### src/rtl/input_vc_unit_pkg.sv
// Shared NoC types for the router input stage: flit format, flit labels and VC states.
package input_vc_unit_pkg;
  localparam int PORT_NUM  = 5;
  localparam int PAYLOAD_W = 16;

  typedef logic [$clog2(PORT_NUM)-1:0] port_t;

  typedef enum logic [1:0] {HEAD, BODY, TAIL, HEADTAIL} flit_label_t;
  typedef enum logic [1:0] {IDLE, VA, ACTIVE} vc_state_t;

  // out_port is lookahead-routed: it names the port to take at this router.
  typedef struct packed {
    flit_label_t           flit_label;
    port_t                 out_port;
    logic [PAYLOAD_W-1:0]  payload;
  } flit_t;

  function automatic logic is_tail(flit_label_t l);
    return (l == TAIL) || (l == HEADTAIL);
  endfunction
endpackage

### src/rtl/input_vc_unit_circular_buffer.sv
// Registered-write circular FIFO; push+pop together is accepted even when full.
module circular_buffer
  import input_vc_unit_pkg::*;
#(
  parameter type DATA_T = flit_t,
  parameter int  DEPTH  = 8
) (
  input  logic                     clk,
  input  logic                     rst,
  input  logic                     push,
  input  logic                     pop,
  input  DATA_T                    data_i,
  output DATA_T                    data_o,
  output logic                     full,
  output logic                     empty,
  output logic [$clog2(DEPTH):0]   count
);
  localparam int PW = $clog2(DEPTH);
  localparam int CW = PW + 1;
  localparam logic [CW-1:0] FULL_CNT = CW'(DEPTH);

  DATA_T          r_mem [DEPTH];
  logic [PW-1:0]  r_wr_ptr, r_rd_ptr;
  logic [CW-1:0]  r_count;
  logic           w_push, w_pop;

  assign w_pop  = pop && (r_count != '0);
  // A full buffer still takes a flit when a pop frees the slot in the same cycle.
  assign w_push = push && ((r_count != FULL_CNT) || w_pop);

  always_ff @(posedge clk or negedge rst) begin
    if (!rst) begin
      r_wr_ptr <= '0;
      r_rd_ptr <= '0;
      r_count  <= '0;
    end else begin
      if (w_push) r_wr_ptr <= r_wr_ptr + PW'(1);
      if (w_pop)  r_rd_ptr <= r_rd_ptr + PW'(1);
      r_count <= r_count + CW'(w_push) - CW'(w_pop);
    end
  end

  always_ff @(posedge clk) begin
    if (w_push) r_mem[r_wr_ptr] <= data_i;
  end

  assign empty  = (r_count == '0);
  assign full   = (r_count == FULL_CNT);
  assign count  = r_count;
  assign data_o = empty ? DATA_T'('0) : r_mem[r_rd_ptr];
endmodule

### src/rtl/input_vc_unit.sv
// Router input port: flit FIFO plus IDLE/VA/ACTIVE VC state machine feeding the VC and switch allocators.
module input_vc_unit
  import input_vc_unit_pkg::*;
#(
  parameter int BUFFER_DEPTH  = 8,
  parameter int ON_OFF_THRESH = 2
) (
  input  logic   clk,
  input  logic   rst,
  input  flit_t  data_i,
  input  logic   valid_flit_i,
  output logic   on_off_o,
  output logic   vc_request_o,
  output port_t  out_port_o,
  input  logic   vc_valid_i,
  output logic   switch_request_o,
  input  logic   switch_grant_i,
  output flit_t  flit_o,
  output logic   valid_flit_o,
  output logic   idle_o,
  output logic   error_o
);
  localparam int CW = $clog2(BUFFER_DEPTH) + 1;

  vc_state_t      r_state, w_state_nxt;
  port_t          r_out_port;
  logic           r_on_off, r_error;
  logic           w_full, w_empty, w_pop, w_push_ok, w_latch, w_error;
  logic [CW-1:0]  w_count, w_count_nxt;
  flit_t          w_front;

  circular_buffer #(.DATA_T(flit_t), .DEPTH(BUFFER_DEPTH)) u_buf (
    .clk    (clk),
    .rst    (rst),
    .push   (valid_flit_i),
    .pop    (w_pop),
    .data_i (data_i),
    .data_o (w_front),
    .full   (w_full),
    .empty  (w_empty),
    .count  (w_count)
  );

  always_comb begin
    w_state_nxt      = r_state;
    w_pop            = 1'b0;
    w_latch          = 1'b0;
    w_error          = 1'b0;
    vc_request_o     = 1'b0;
    switch_request_o = 1'b0;
    case (r_state)
      IDLE: begin
        if (!w_empty) begin
          if (w_front.flit_label == HEAD || w_front.flit_label == HEADTAIL) begin
            w_latch     = 1'b1;
            w_state_nxt = VA;
          end else begin
            // Orphan BODY/TAIL with no open packet: drop it so the port cannot wedge.
            w_pop   = 1'b1;
            w_error = 1'b1;
          end
        end
      end
      VA: begin
        vc_request_o = 1'b1;
        if (vc_valid_i) w_state_nxt = ACTIVE;
      end
      ACTIVE: begin
        switch_request_o = !w_empty;
        if (switch_grant_i && !w_empty) begin
          w_pop = 1'b1;
          if (is_tail(w_front.flit_label)) w_state_nxt = IDLE;
        end
      end
      default: w_state_nxt = IDLE;
    endcase
    if (switch_grant_i && !switch_request_o) w_error = 1'b1;
    if (valid_flit_i && w_full && !w_pop)     w_error = 1'b1;
  end

  assign w_push_ok   = valid_flit_i && (!w_full || w_pop);
  assign w_count_nxt = w_count + CW'(w_push_ok) - CW'(w_pop);

  always_ff @(posedge clk or negedge rst) begin
    if (!rst) begin
      r_state    <= IDLE;
      r_out_port <= '0;
      r_on_off   <= 1'b1;
      r_error    <= 1'b0;
    end else begin
      r_state  <= w_state_nxt;
      r_error  <= w_error;
      // Stop upstream early enough to absorb flits already in flight on the link.
      r_on_off <= (BUFFER_DEPTH - int'(w_count_nxt)) > ON_OFF_THRESH;
      if (w_latch) r_out_port <= w_front.out_port;
    end
  end

  assign on_off_o     = r_on_off;
  assign out_port_o   = r_out_port;
  assign error_o      = r_error;
  assign flit_o       = w_front;
  assign valid_flit_o = switch_grant_i & switch_request_o;
  assign idle_o       = (r_state == IDLE) && w_empty;
endmodule
### config.mk
export PLATFORM = sky130hd
export DESIGN_NAME = input_vc_unit
export DESIGN_NICKNAME = d
export VERILOG_FILES = /design/src/rtl/input_vc_unit_pkg.sv /design/src/rtl/input_vc_unit_circular_buffer.sv /design/src/rtl/input_vc_unit.sv
export SDC_FILE = /design/constraint.sdc
export NUM_CORES = 1
export LEC_CHECK = 0
export CAP_MARGIN = 25
export CORE_MARGIN = 3
export CORE_UTILIZATION = 45
export CTS_CLUSTER_DIAMETER = 60
export DETAILED_ROUTE_END_ITERATION = 7
export PLACE_DENSITY = 0.68
export SKIP_CTS_REPAIR_TIMING = 1
export SLEW_MARGIN = 20
export SYNTH_ARGS = -nofsm -noshare
export SYNTH_HDL_FRONTEND = slang
export SYNTH_HIERARCHICAL = 1
export SYNTH_SLANG_ARGS = --single-unit
### constraint.sdc
create_clock -name clk -period 5.9 [get_ports clk]
set_input_delay 1.77 -clock clk [delete_from_list [all_inputs] [get_ports clk]]
set_output_delay 1.77 -clock clk [all_outputs]
set_load 0.005 [all_outputs]
==> flow_metrics.env <==
export IMPL_rows=46
export IMPL_grt_max_degree=45
export IMPL_ctsLongestPathBuffers=2
export IMPL_rrSetupSlack_ns=0.69
export IMPL_cellLeakagePower_uw=0.00312
export IMPL_viasPerCell=5.49
export IMPL_syn2layout_area_growth_pct=18.7
export IMPL_crit_required_ns=6.24
export IMPL_crit_path_max_fanout=12
export IMPL_ant_nets=0
export IMPL_whs_path_depth=1
export IMPL_die_x_um=136
export IMPL_crit_type="reg -> reg"
export IMPL_drtIter0Drc=210
export IMPL_clk_latency_ns=0.42
export IMPL_total_power_uw=4850
export IMPL_pwr_share_seq_pct=37.7
export IMPL_grt_use_met2_pct=27.2
export IMPL_synth_edff_count=168
export IMPL_setup_tns_ns=0
export IMPL_clk_pin_slew_worst_paths_ns=0.07
export IMPL_worst_ir_drop_vdd_mv=0.280
export IMPL_grt_usage_pct=16.4
export IMPL_relSlewSlack_pct=40.5
export IMPL_period_needed_ns=5.21
export IMPL_hold_end="u_buf/r_rd_ptr[2]$_DFFE_PN0N_"
export IMPL_arrival_ns=5.55
export IMPL_yosys_warnings=6
export IMPL_num_antenna_cells=0
export IMPL_max_clock_freq_mhz=192
export IMPL_cellPowerDensity_mw_per_mm2=539
export IMPL_tightest_slew_ns=0.889
export IMPL_first_pass_iters=5
export IMPL_rsz0062_at_grt="false"
export IMPL_cts_buffers_inserted=17
export IMPL_final_cells=671
export IMPL_final_area_mm2=0.00901
export IMPL_die_area_mm2=0.0185
export IMPL_maxSlewViolCount=0
export IMPL_num_io_pins=56
export IMPL_synthesis_nets=411
export IMPL_min_period_over_period_pct=88.3
export IMPL_grt_use_met1_pct=21.0
export IMPL_syn_avg_cell_area_um2=20.6
export IMPL_vias=3681
export IMPL_dp_hpwl_um=8310
export IMPL_post_drt_wl_per_cell_um=20.8
export IMPL_cts_tree="built"
export IMPL_hold_start="u_buf/r_rd_ptr[2]$_DFFE_PN0N_"
export IMPL_core_mm2=0.0162
export IMPL_placedCellCount=639
export IMPL_ys_seq_area_share_pct=72.1
export IMPL_r2r_start="u_buf/count[2]$_DFF_PN0_"
export IMPL_clock_skew_ns=0.0129
export IMPL_final_common_cell="edfxtp_1"
export IMPL_synth_async_reset_ratio_pct=9.19
export IMPL_filler_cell_count=1195
export IMPL_netlist_area_mm2=0.00759
export IMPL_intPower_uw=3310
export IMPL_antenna_found_initial=0
export IMPL_post_dp_cell_area_mm2=0.00844
export IMPL_dieHeight_um=136
export IMPL_fin_nets=484
export IMPL_swShare_pct=31.9
export IMPL_synthFlopType="edfxtp_1"
export IMPL_outcome="complete, no violations"
export IMPL_drv_cap=0
export IMPL_synthCells=369
export IMPL_htreeDepth=4
export IMPL_grt_busiest_layer="met2"
export IMPL_grt_pass1_vias=3963
export IMPL_most_common_layout_cells="168 x edfxtp_1, 55 x clkdlybuf4s50_1, 23 x mux4_2"
export IMPL_hp_class="reg -> reg"
export IMPL_worstReg2RegEnd="on_off_o$_DFF_PN1_"
export IMPL_start_util_pct=46.9
export IMPL_drive_above_1_share_pct=19.6
export IMPL_clock_root_buffer="clkbuf_16"
export IMPL_ys_seq_elements=185
export IMPL_place_congestion=0.800
export IMPL_drc=0
export IMPL_cp_start_kind="flop"
export IMPL_r2r_cells=21
export IMPL_worst_setup_path_end_kind="flop"
export IMPL_routed_wl_um=14000
export IMPL_hold_viol=0
export IMPL_grt_overflow=0
export IMPL_p_switching_uw=1550
export IMPL_met3_usage_pct=4.44
export IMPL_pwr_share_clk_pct=22.2
export IMPL_cts_sinks=185
export IMPL_setup_violations=0
export IMPL_io_buffers=55
export IMPL_grt_pass1_wl_um=22100
export IMPL_combinationalPowerShare_pct=40.1
export IMPL_synthDistinctLibCells=47
export IMPL_fin_hold_ws_ns=0.509
==> power groups by stage <==
stage,sequential [uW],combinational [uW],clock (uW)
finish,1830,1950,1080
floorplan,1790,1340,0
global route,1860,2140,1160
global placement,1840,1920,0
CTS,1830,1990,1110
detailed placement,1860,1980,0
==> cells in the mapped netlist, types with 2 or more instances <==
library cell / count / area, um^2
edfxtp_1: 168 / 5040
mux4_2: 23 / 518
a22o_1: 22 / 193
mux4_1: 19 / 499
dfrtp_1: 16 / 400
inv_1: 16 / 60.1
ha_1: 14 / 175
nor2_1: 9 / 33.8
buf_2: 7 / 35.0
nand2_1: 7 / 26.3
xnor2_1: 7 / 61.3
nor3_1: 6 / 30.0
mux2_2: 4 / 45.0
a21oi_1: 3 / 15.0
buf_6: 3 / 33.8
nor2b_1: 3 / 18.8
o21ai_0: 3 / 15.0
or2_2: 3 / 18.8
a21o_1: 2 / 15.0
fa_1: 2 / 40.0
nand2b_1: 2 / 12.5
nand3_1: 2 / 10.0
nor3b_1: 2 / 15.0
o211ai_1: 2 / 15.0
xor2_1: 2 / 17.5
==> how the worst max path moves through the flow <==
stage / start / endpoint / slack [ns]
floorplan: u_buf/count[2]$_DFF_PN0_ / u_buf/r_mem[0][0]$_DFFE_PP_ / 0.71
global placement: u_buf/count[2]$_DFF_PN0_ / on_off_o$_DFF_PN1_ / 0.91
detailed placement: u_buf/count[2]$_DFF_PN0_ / on_off_o$_DFF_PN1_ / 0.64
CTS: u_buf/count[2]$_DFF_PN0_ / on_off_o$_DFF_PN1_ / 0.60
global route: u_buf/count[2]$_DFF_PN0_ / on_off_o$_DFF_PN1_ / 0.19
finish: u_buf/count[2]$_DFF_PN0_ / on_off_o$_DFF_PN1_ / 0.69
==> worst max-delay path, cell delays in order, from the launching register on <==
cell	delay, ns
dfrtp_1	0.39
inv_1	0.09
ha_1	0.21
or3b_1	0.22
inv_1	0.12
nor2_1	0.69
buf_4	0.36
a22o_1	0.23
inv_1	0.07
ha_1	0.32
o21ai_0	0.17
nand2_1	0.14
a21boi_0	0.22
ha_1	0.19
inv_1	0.06
fa_1	0.55
inv_1	0.07
ha_1	0.26
or2_2	0.32
a31oi_1	0.19
nor3_1	0.08
a221oi_2	0.17
==> registers in the layout, indices dropped and copies added (netlist names) <==
signal / flops
u_buf/r_mem: 168
u_buf/count: 4
out_port_o: 3
u_buf/r_rd_ptr: 3
u_buf/r_wr_ptr: 3
r_state: 2
error_o: 1
on_off_o: 1
==> per-layer routing <==
metal | vias to the layer above | wire length [um]
li1 | 1661 | -
met1 | 1927 | 6060
met2 | 87 | 7170
met3 | 6 | 625
met4 | 0 | 121
met5 | - | 0
==> logic make-up after synthesis <==
group | count (synthesis) | synth area share [%]
and+or+nand+nor | 43 | 3.35
AOI/OAI and AO/OA | 38 | 4.11
buffers and inverters | 30 | 2.28
adders and majority gates | 16 | 2.84
xor gates and xnor gates | 9 | 1.04
DFF | 185 | 72.1
muxes | 48 | 14.3
==> final cells by class <==
class | count | area, um^2 | share of cell area, %
Clock buffer | 18 | 429 | 4.76
Sequential cell | 185 | 5470 | 60.7
Timing Repair Buffer | 68 | 661 | 7.33
Clock inverter | 14 | 140 | 1.56
Tap cell | 216 | 270 | 3.00
Inverter | 16 | 60.1 | 0.667
Multi-Input combinational cell | 154 | 1980 | 21.9
==> metrics by stage <==
step	utilization (%)	worst slack (ns)
6_report	55.7	0.690
5_1_grt	55.7	0.186
4_1_cts	55.7	0.600
3_5_place_dp	52.2	0.642
3_3_place_gp	52.2	0.907
2_1_floorplan	-	0.709
(Power assumes the default switching activity.)
